### config.mk
export PLATFORM = sky130hd
export DESIGN_NAME = prco_seq_ctrl
export DESIGN_NICKNAME = d
export VERILOG_FILES = /design/src/rtl/prco_seq_ctrl.sv
export SDC_FILE = /design/constraint.sdc
export NUM_CORES = 1
export LEC_CHECK = 0
export BUFFER_PORTS_ARGS = -buffer_cell sky130_fd_sc_hd__clkbuf_2
export CELL_PAD_IN_SITES_DETAIL_PLACEMENT = 0
export CELL_PAD_IN_SITES_GLOBAL_PLACEMENT = 1
export CORE_ASPECT_RATIO = 1.4
export CORE_MARGIN = 2
export CORE_UTILIZATION = 36
export DETAILED_ROUTE_END_ITERATION = 8
export GPL_TIMING_DRIVEN = 0
export PLACE_DENSITY_LB_ADDON = 0.25
export SETUP_SLACK_MARGIN = 0.3
export SYNTH_ARGS = -nofsm -noshare
export SYNTH_HDL_FRONTEND = slang
export SYNTH_SLANG_ARGS = --single-unit
### constraint.sdc
create_clock -name i_clk -period 1.9 [get_ports i_clk]
set_input_delay 0.38 -clock i_clk [delete_from_list [all_inputs] [get_ports i_clk]]
set_output_delay 0.38 -clock i_clk [all_outputs]
set_load 0.01 [all_outputs]
### src/rtl/prco_seq_ctrl.sv
// prco_seq_ctrl: multi-cycle instruction sequencer for the PRCO core.
// Fetches 16-bit words over a req/ack port and steps the external decoder,
// ALU and register file through FETCH, DECODE, EXEC and WB. It also handles
// PC update, absolute jumps, halt and a fetch timeout that faults the core.
module prco_seq_ctrl #(
  parameter int              PC_W          = 8,
  parameter logic [PC_W-1:0] RESET_PC      = '0,
  parameter logic [4:0]      HALT_OP       = 5'h1F,
  parameter logic [4:0]      JMP_OP        = 5'h1E,
  parameter int              FETCH_TIMEOUT = 15
) (
  input  logic            i_clk,
  input  logic            i_reset,
  input  logic            i_en,
  output logic            q_mem_req,
  output logic [PC_W-1:0] q_pc,
  input  logic            i_mem_ack,
  input  logic [15:0]     i_instr,
  output logic [15:0]     q_ir,
  output logic            q_dec_en,
  input  logic [4:0]      i_dec_op,
  input  logic            i_dec_reg_we,
  output logic            q_alu_en,
  output logic            q_reg_we,
  output logic [2:0]      q_state,
  output logic            q_halted,
  output logic            q_fault
);

  typedef enum logic [2:0] {
    S_IDLE   = 3'd0,
    S_FETCH  = 3'd1,
    S_DECODE = 3'd2,
    S_EXEC   = 3'd3,
    S_WB     = 3'd4,
    S_HALT   = 3'd5
  } state_t;

  localparam logic [7:0] TIMEOUT_LIM = 8'(FETCH_TIMEOUT);

  state_t          r_state;
  logic [PC_W-1:0] r_pc;
  logic [15:0]     r_ir;
  logic [7:0]      r_cnt;
  logic            r_we;
  logic            r_halted;
  logic            r_fault;

  logic [7:0]      w_cnt_next;
  logic [PC_W-1:0] w_jmp_pc;
  logic [PC_W-1:0] w_pc_inc;

  assign w_cnt_next = r_cnt + 8'd1;
  assign w_pc_inc   = r_pc + PC_W'(1);

  // Jump target: imm8 zero-extended or truncated to the PC width
  always_comb begin
    w_jmp_pc = '0;
    for (int b = 0; b < PC_W && b < 8; b++) begin
      w_jmp_pc[b] = r_ir[b];
    end
  end

  // Sequencer FSM with PC, IR, timeout counter and sticky flags
  always_ff @(posedge i_clk) begin
    if (i_reset) begin
      r_state  <= S_IDLE;
      r_pc     <= RESET_PC;
      r_ir     <= '0;
      r_cnt    <= '0;
      r_we     <= 1'b0;
      r_halted <= 1'b0;
      r_fault  <= 1'b0;
    end else begin
      case (r_state)
        S_IDLE: begin
          if (i_en) r_state <= S_FETCH;
        end
        S_FETCH: begin
          if (i_mem_ack) begin
            r_ir    <= i_instr;
            r_cnt   <= '0;
            r_state <= S_DECODE;
          end else if (w_cnt_next == TIMEOUT_LIM) begin
            r_cnt    <= w_cnt_next;
            r_fault  <= 1'b1;
            r_halted <= 1'b1;
            r_state  <= S_HALT;
          end else begin
            r_cnt <= w_cnt_next;
          end
        end
        S_DECODE: begin
          r_state <= S_EXEC;
        end
        S_EXEC: begin
          r_we <= i_dec_reg_we;
          if (i_dec_op == HALT_OP) begin
            r_halted <= 1'b1;
            r_state  <= S_HALT;
          end else if (i_dec_op == JMP_OP) begin
            r_pc    <= w_jmp_pc;
            r_state <= i_en ? S_FETCH : S_IDLE;
          end else begin
            r_state <= S_WB;
          end
        end
        S_WB: begin
          r_pc    <= w_pc_inc;
          r_state <= i_en ? S_FETCH : S_IDLE;
        end
        S_HALT: begin
          r_state <= S_HALT;
        end
        default: begin
          r_state <= S_IDLE;
        end
      endcase
    end
  end

  assign q_mem_req = (r_state == S_FETCH);
  assign q_dec_en  = (r_state == S_DECODE);
  assign q_alu_en  = (r_state == S_EXEC);
  assign q_reg_we  = (r_state == S_WB) && r_we;
  assign q_state   = r_state;
  assign q_pc      = r_pc;
  assign q_ir      = r_ir;
  assign q_halted  = r_halted;
  assign q_fault   = r_fault;

endmodule
# Word level (Yosys, flattened, before mapping)
# Index checks and enable logic that the tools add are counted.
# Widths: inputs -> output; s select.
# classes
addsub	2
eq_ne	15
mux	15
n_bitwise	1
n_reduce_logical	9
# op_table
cell	n
$mux 8	3
$pmux 3 s6	1
$add 8x1->8 const B	2
$pmux 8 s2	1
$mux 3	5
$eq 5x5->1 const B	2
$eq 8x4->1 const B	1
$eq 3x2->1 const B	2
$eq 3x3->1 const B	2
$ne 2x1->1 const B	3
$ne 2x2->1 const B	3
$reduce_and 3->1	2
$mux 1	4
$reduce_and 2->1	2
$reduce_and 4->1	1
$reduce_bool 2->1	2
$eq 3x1->1 const B	1
$logic_not 3->1	1
$ne 3x1->1 const B	1
$pmux 1 s2	1
$logic_and 1x1->1	1
$not 1->1	1
# totals
regBits	38
input_bits	26
out_inout_bits	33
elab_cells	49

# Depth between registers and ports, before layout
# logic_depth
depth_word	5
depth_mapped	9
depth_no_buf	5

# Worst setup path after synthesis
# No wires, ideal clock.
# synth_path
kind	register to register
from	reg r_state[0], in the netlist q_state[0]
to	reg r_cnt[5]
setup_time_ps	70
arrival_time_ps	1646
required_time_ps	1830
path_slack_ps	184
path_stages_with_launch	8
synth_period_minus_slack_ps	1716
cell_sequence	dfxtp_1 > buf_4 > or3b_1 > buf_6 > clkinv_4 > nand2b_4 > or4_1 > a21oi_1
# synth_between
elab_chain_cells	1
# synth_rtl
element	line	source
start: declaration	41	state_t r_state;
start signal: assignment	103	r_state <= i_en ? S_FETCH : S_IDLE;
start signal: assignment	110	r_state <= i_en ? S_FETCH : S_IDLE;
$eq 3x1->1	--	
named net q_mem_req	15	output logic q_mem_req,
end signal: assignment	85	r_cnt <= w_cnt_next;
end signal: assignment	90	r_cnt <= w_cnt_next;
end: declaration	44	logic [7:0] r_cnt;
# The timed path passes the listed nets, and every way through them passes these cells.
# A chain may end at the register's enable or synchronous reset.

# Worst setup path in the final report
# layout_path
from	reg r_state[0], in the netlist q_state[0]
to	out q_mem_req
# layout_between
elab_chain_cells	1
# layout_rtl
element	line	source
$eq 3x1->1	122	assign q_mem_req = (r_state == S_FETCH);
end: declaration	15	
# Every way passes these cells.

==> impl_metrics.tcl <==
set metrics [dict create \
    grt_util_all_layers_pct 19.0 \
    synth_top_cell_by_area "sky130_fd_sc_hd__dfxtp_1" \
    switching_share_pct 25.3 \
    p_comb_share_pct 17.4 \
    syn-cell-area_um2 1860 \
    cts_root_buf "sky130_fd_sc_hd__clkbuf_8" \
    timing.hold.worst_endpoint "q_ir[5]" \
    timing.final.ws_setup_ns 0.140 \
    cts_made_buffers 5 \
    cap_violations 0 \
    grt_first_pass_wirelength_um 8470 \
    final-setup-viol-count 0 \
    syn_inst 234 \
    timing.setup.tns_ns 0 \
    dr_total_vias 2018 \
    clockBufferDepth 2 \
    number_of_top_level_pins 59 \
    die_height_um 89.1 \
    regToRegStartpoint "q_state[0]" \
    area_delta_synth_final_pct 53.1 \
    post_drt_via_cell_ratio 5.19 \
    synth_sequential_area_ratio_pct 40.9 \
    fin_crit_sh_pct 92.6 \
    routed_wire_length_per_instance_um 14.3 \
    synthArstFlopShare_pct 0 \
    floorplan.initialDensity_pct 36.6 \
    synth_top_area_share_pct 40.9 \
    vdd_drop_max_v 0.000425 \
    post_synth_most_frequent_cells "sky130_fd_sc_hd__nand2_1 (45), sky130_fd_sc_hd__dfxtp_1 (38), sky130_fd_sc_hd__a21oi_1 (35)" \
    port_buffers 57 \
    critical_path_peak_fanout 5 \
    floorplan.die_area_um2 5770 \
    core.rowCount 31 \
    final_net_count 351 \
    grt_max_degree 14 \
    worstSetupEndpointType "output port" \
    post_synth_edffs 0 \
    hold_violations 0 \
    cts.htree.levels 2 \
    globalRouteOverflowTotal 0 \
    worst-slew-pin-transition_ns 0.602 \
    crit_path_start_kind "flop" \
    antenna_left 0 \
    synthesis_warnings 0 \
    synth.mux.area_fraction_pct 0 \
    worstHoldPathType "in -> reg" \
    gp_routability_congestion 0.817 \
    design.core.area_um2 5080 \
    synth.ff_latch_count 38 \
    tritoncts "yes" \
    antenna_cells 0 \
    cts.clk_slew.worst_paths_ns 0.08 \
    total_switching_power_uw 518 \
    drc_errors 0 \
    power.clock.fraction_pct 40.8 \
    drt_iter0_drc 145 \
    reg2reg_depth 8 \
    die_x_um 64.8 \
    hold_start "i_instr[5]" \
    antenna_violations_before_repair 0 \
    yosys.area_share.simple_pct 27.4 \
    fin_crit_ns 1.76 \
    post-synth-top-count-cell "sky130_fd_sc_hd__nand2_1" \
    critical_path.reg2reg.endpoint "r_cnt[7]" \
    worst-r2r-setup-slack_ns 0.16 \
    dp_hpwl_um 3810 \
    pwr-share-seq_pct 41.7 \
    netlist_top_cells_area "sky130_fd_sc_hd__dfxtp_1 (41%), sky130_fd_sc_hd__a21oi_1 (9.4%), sky130_fd_sc_hd__nand2_1 (9.1%)" \
    placement.setup.worst_slack_ns -0.0872 \
    worstPathRequired_ns 1.52 \
    rsz0062_at_grt "true" \
    worst_clk_skew_ns 0.00798 \
    ys_types 46 \
    synthesis.area_per_instance_um2 7.95 \
    p_per_area_nw_per_um2 719 \
    ys.flop_type "sky130_fd_sc_hd__dfxtp_1" \
    power.leakage_uw 0.00113 \
    drt_first_pass_iters 4 \
    criticalPathCategory "reg -> out" \
    fraction_of_the_mapped_netlist_area_in_compound_gates_pct 23.3 \
    slew_violations 0 \
    cts_hold_buffers 0 \
    worstSkewPairLatency_ns 0.29 \
    whs_path_depth 3 \
    post_layout_nonfiller_instances 389 \
    drt_wl_total_um 5560 \
    crit_start "q_state[0]" \
    syn_nets 263 \
    p_int_uw 1530 \
    maxClockFrequency_mhz 568 \
    clock-sinks 38 \
    yosys.area_share.adder_pct 2.02 \
    drive_above_1_share_pct 42.4 \
    synth-xor-area-share_pct 0.941 \
    combinational_family_with_the_most_area_after_synthesis "simple AND/OR/NAND/NOR gates" \
    arrival_ns 1.38 \
    outcome "finished, final reports clean" \
    first_global_vias 1768 \
    numPlacedInstances 357 \
    timing.max_slew.rel_slack_pct 59.9 \
]
## power groups by stage
stage	sequential (uW)	clock, uW	combinational, uW
after floorplan	877	0	140
after global placement	870	0	247
after detailed placement	870	0	248
after CTS	852	848	296
after global routing	860	881	389
final	855	837	357
## layout make-up
type / instances / area, um2
clock inverters: 3 / 68.8
inverters: 6 / 30.0
repair buffers: 81 / 547
fillers: 517 / 2230
well taps: 66 / 82.6
multi-input cells: 176 / 1160
flip-flops and latches: 38 / 767
plain buffers: 14 / 125
clock buffers: 5 / 68.8
## flip-flops by register name, summed over array words and instances (netlist names)
signal / flops
q_ir: 16
q_fault: 1
r_we: 1
q_state: 3
q_pc: 8
r_cnt: 8
q_halted: 1
## metal layers
| metal | global-route usage [%] | up-vias | wire (um) | share of wire, % |
|---|---|---|---|---|
| li1 | - | 1013 | - | - |
| met1 | 22.3 | 952 | 2380 | 43 |
| met2 | 33.0 | 44 | 2880 | 52 |
| met3 | 4.53 | 9 | 204 | 3.7 |
| met4 | 7.93 | 0 | 91 | 1.6 |
| met5 | 0 | - | 0 | 0 |
## per-stage QoR
stage | hold WS (ns) | utilization, % | area, um2 | power (uW)
after floorplan | 0.432 | - | 1870 | 1020
after global placement | 0.440 | 44.1 | 2240 | 1120
after detailed placement | 0.449 | 44.1 | 2240 | 1120
after CTS | 0.293 | 50.2 | 2550 | 2000
after global routing | 0.296 | 56.1 | 2850 | 2130
final | 0.295 | 56.1 | 2850 | 2050
## how the worst max path moves through the flow
| stage | end | slack, ns | cells after the start |
|---|---|---|---|
| final | q_mem_req | 0.14 | 5 |
| after global routing | r_cnt[5] | 0.09 | 8 |
| after CTS | q_mem_req | 0.13 | 5 |
| after detailed placement | q_pc[2] | -0.09 | 5 |
| after global placement | q_pc[2] | -0.02 | 5 |
| after floorplan | r_cnt[5] | 0.26 | 7 |
## placed cells by master, fill, tap and decap left out, types with 8 or more instances in the layout
| cell | netlist | final |
|---|---|---|
| sky130_fd_sc_hd__nand2_1 | 45 | 44 |
| sky130_fd_sc_hd__clkbuf_2 | 0 | 55 |
| sky130_fd_sc_hd__buf_6 | 1 | 14 |
| sky130_fd_sc_hd__a21oi_1 | 35 | 24 |
| sky130_fd_sc_hd__a21oi_2 | 0 | 10 |
| sky130_fd_sc_hd__o21ai_0 | 15 | 10 |
| sky130_fd_sc_hd__nor2_1 | 10 | 8 |
| sky130_fd_sc_hd__buf_4 | 3 | 14 |
| sky130_fd_sc_hd__dfxtp_1 | 38 | 33 |
## kinds of logic (layout without fill, tap and decap cells)
logic type      Yosys count  after routing
compound gates           73             73
xor+xnor                  2              2
fa+ha+maj                 3              3
simple gates             98             98
flops                    38             38
buf+inv                  20            109
## critical path, cell delays in order (launching register included)
cell and delay, ns:
sky130_fd_sc_hd__dfxtp_2 0.34, sky130_fd_sc_hd__buf_6 0.09, sky130_fd_sc_hd__or3b_4 0.37, sky130_fd_sc_hd__buf_6 0.14
sky130_fd_sc_hd__inv_8 0.05, sky130_fd_sc_hd__buf_6 0.09
## what timing repair did
| item | CTS | global route |
|---|---|---|
| resized for setup | 22 | 51 |
| pin swaps | 7 | 15 |
| gates cloned | 0 | 2 |
| setup buffers | 12 | 10 |
| setup endpoints to repair | 36 | 38 |
(Power assumes the default switching activity.)
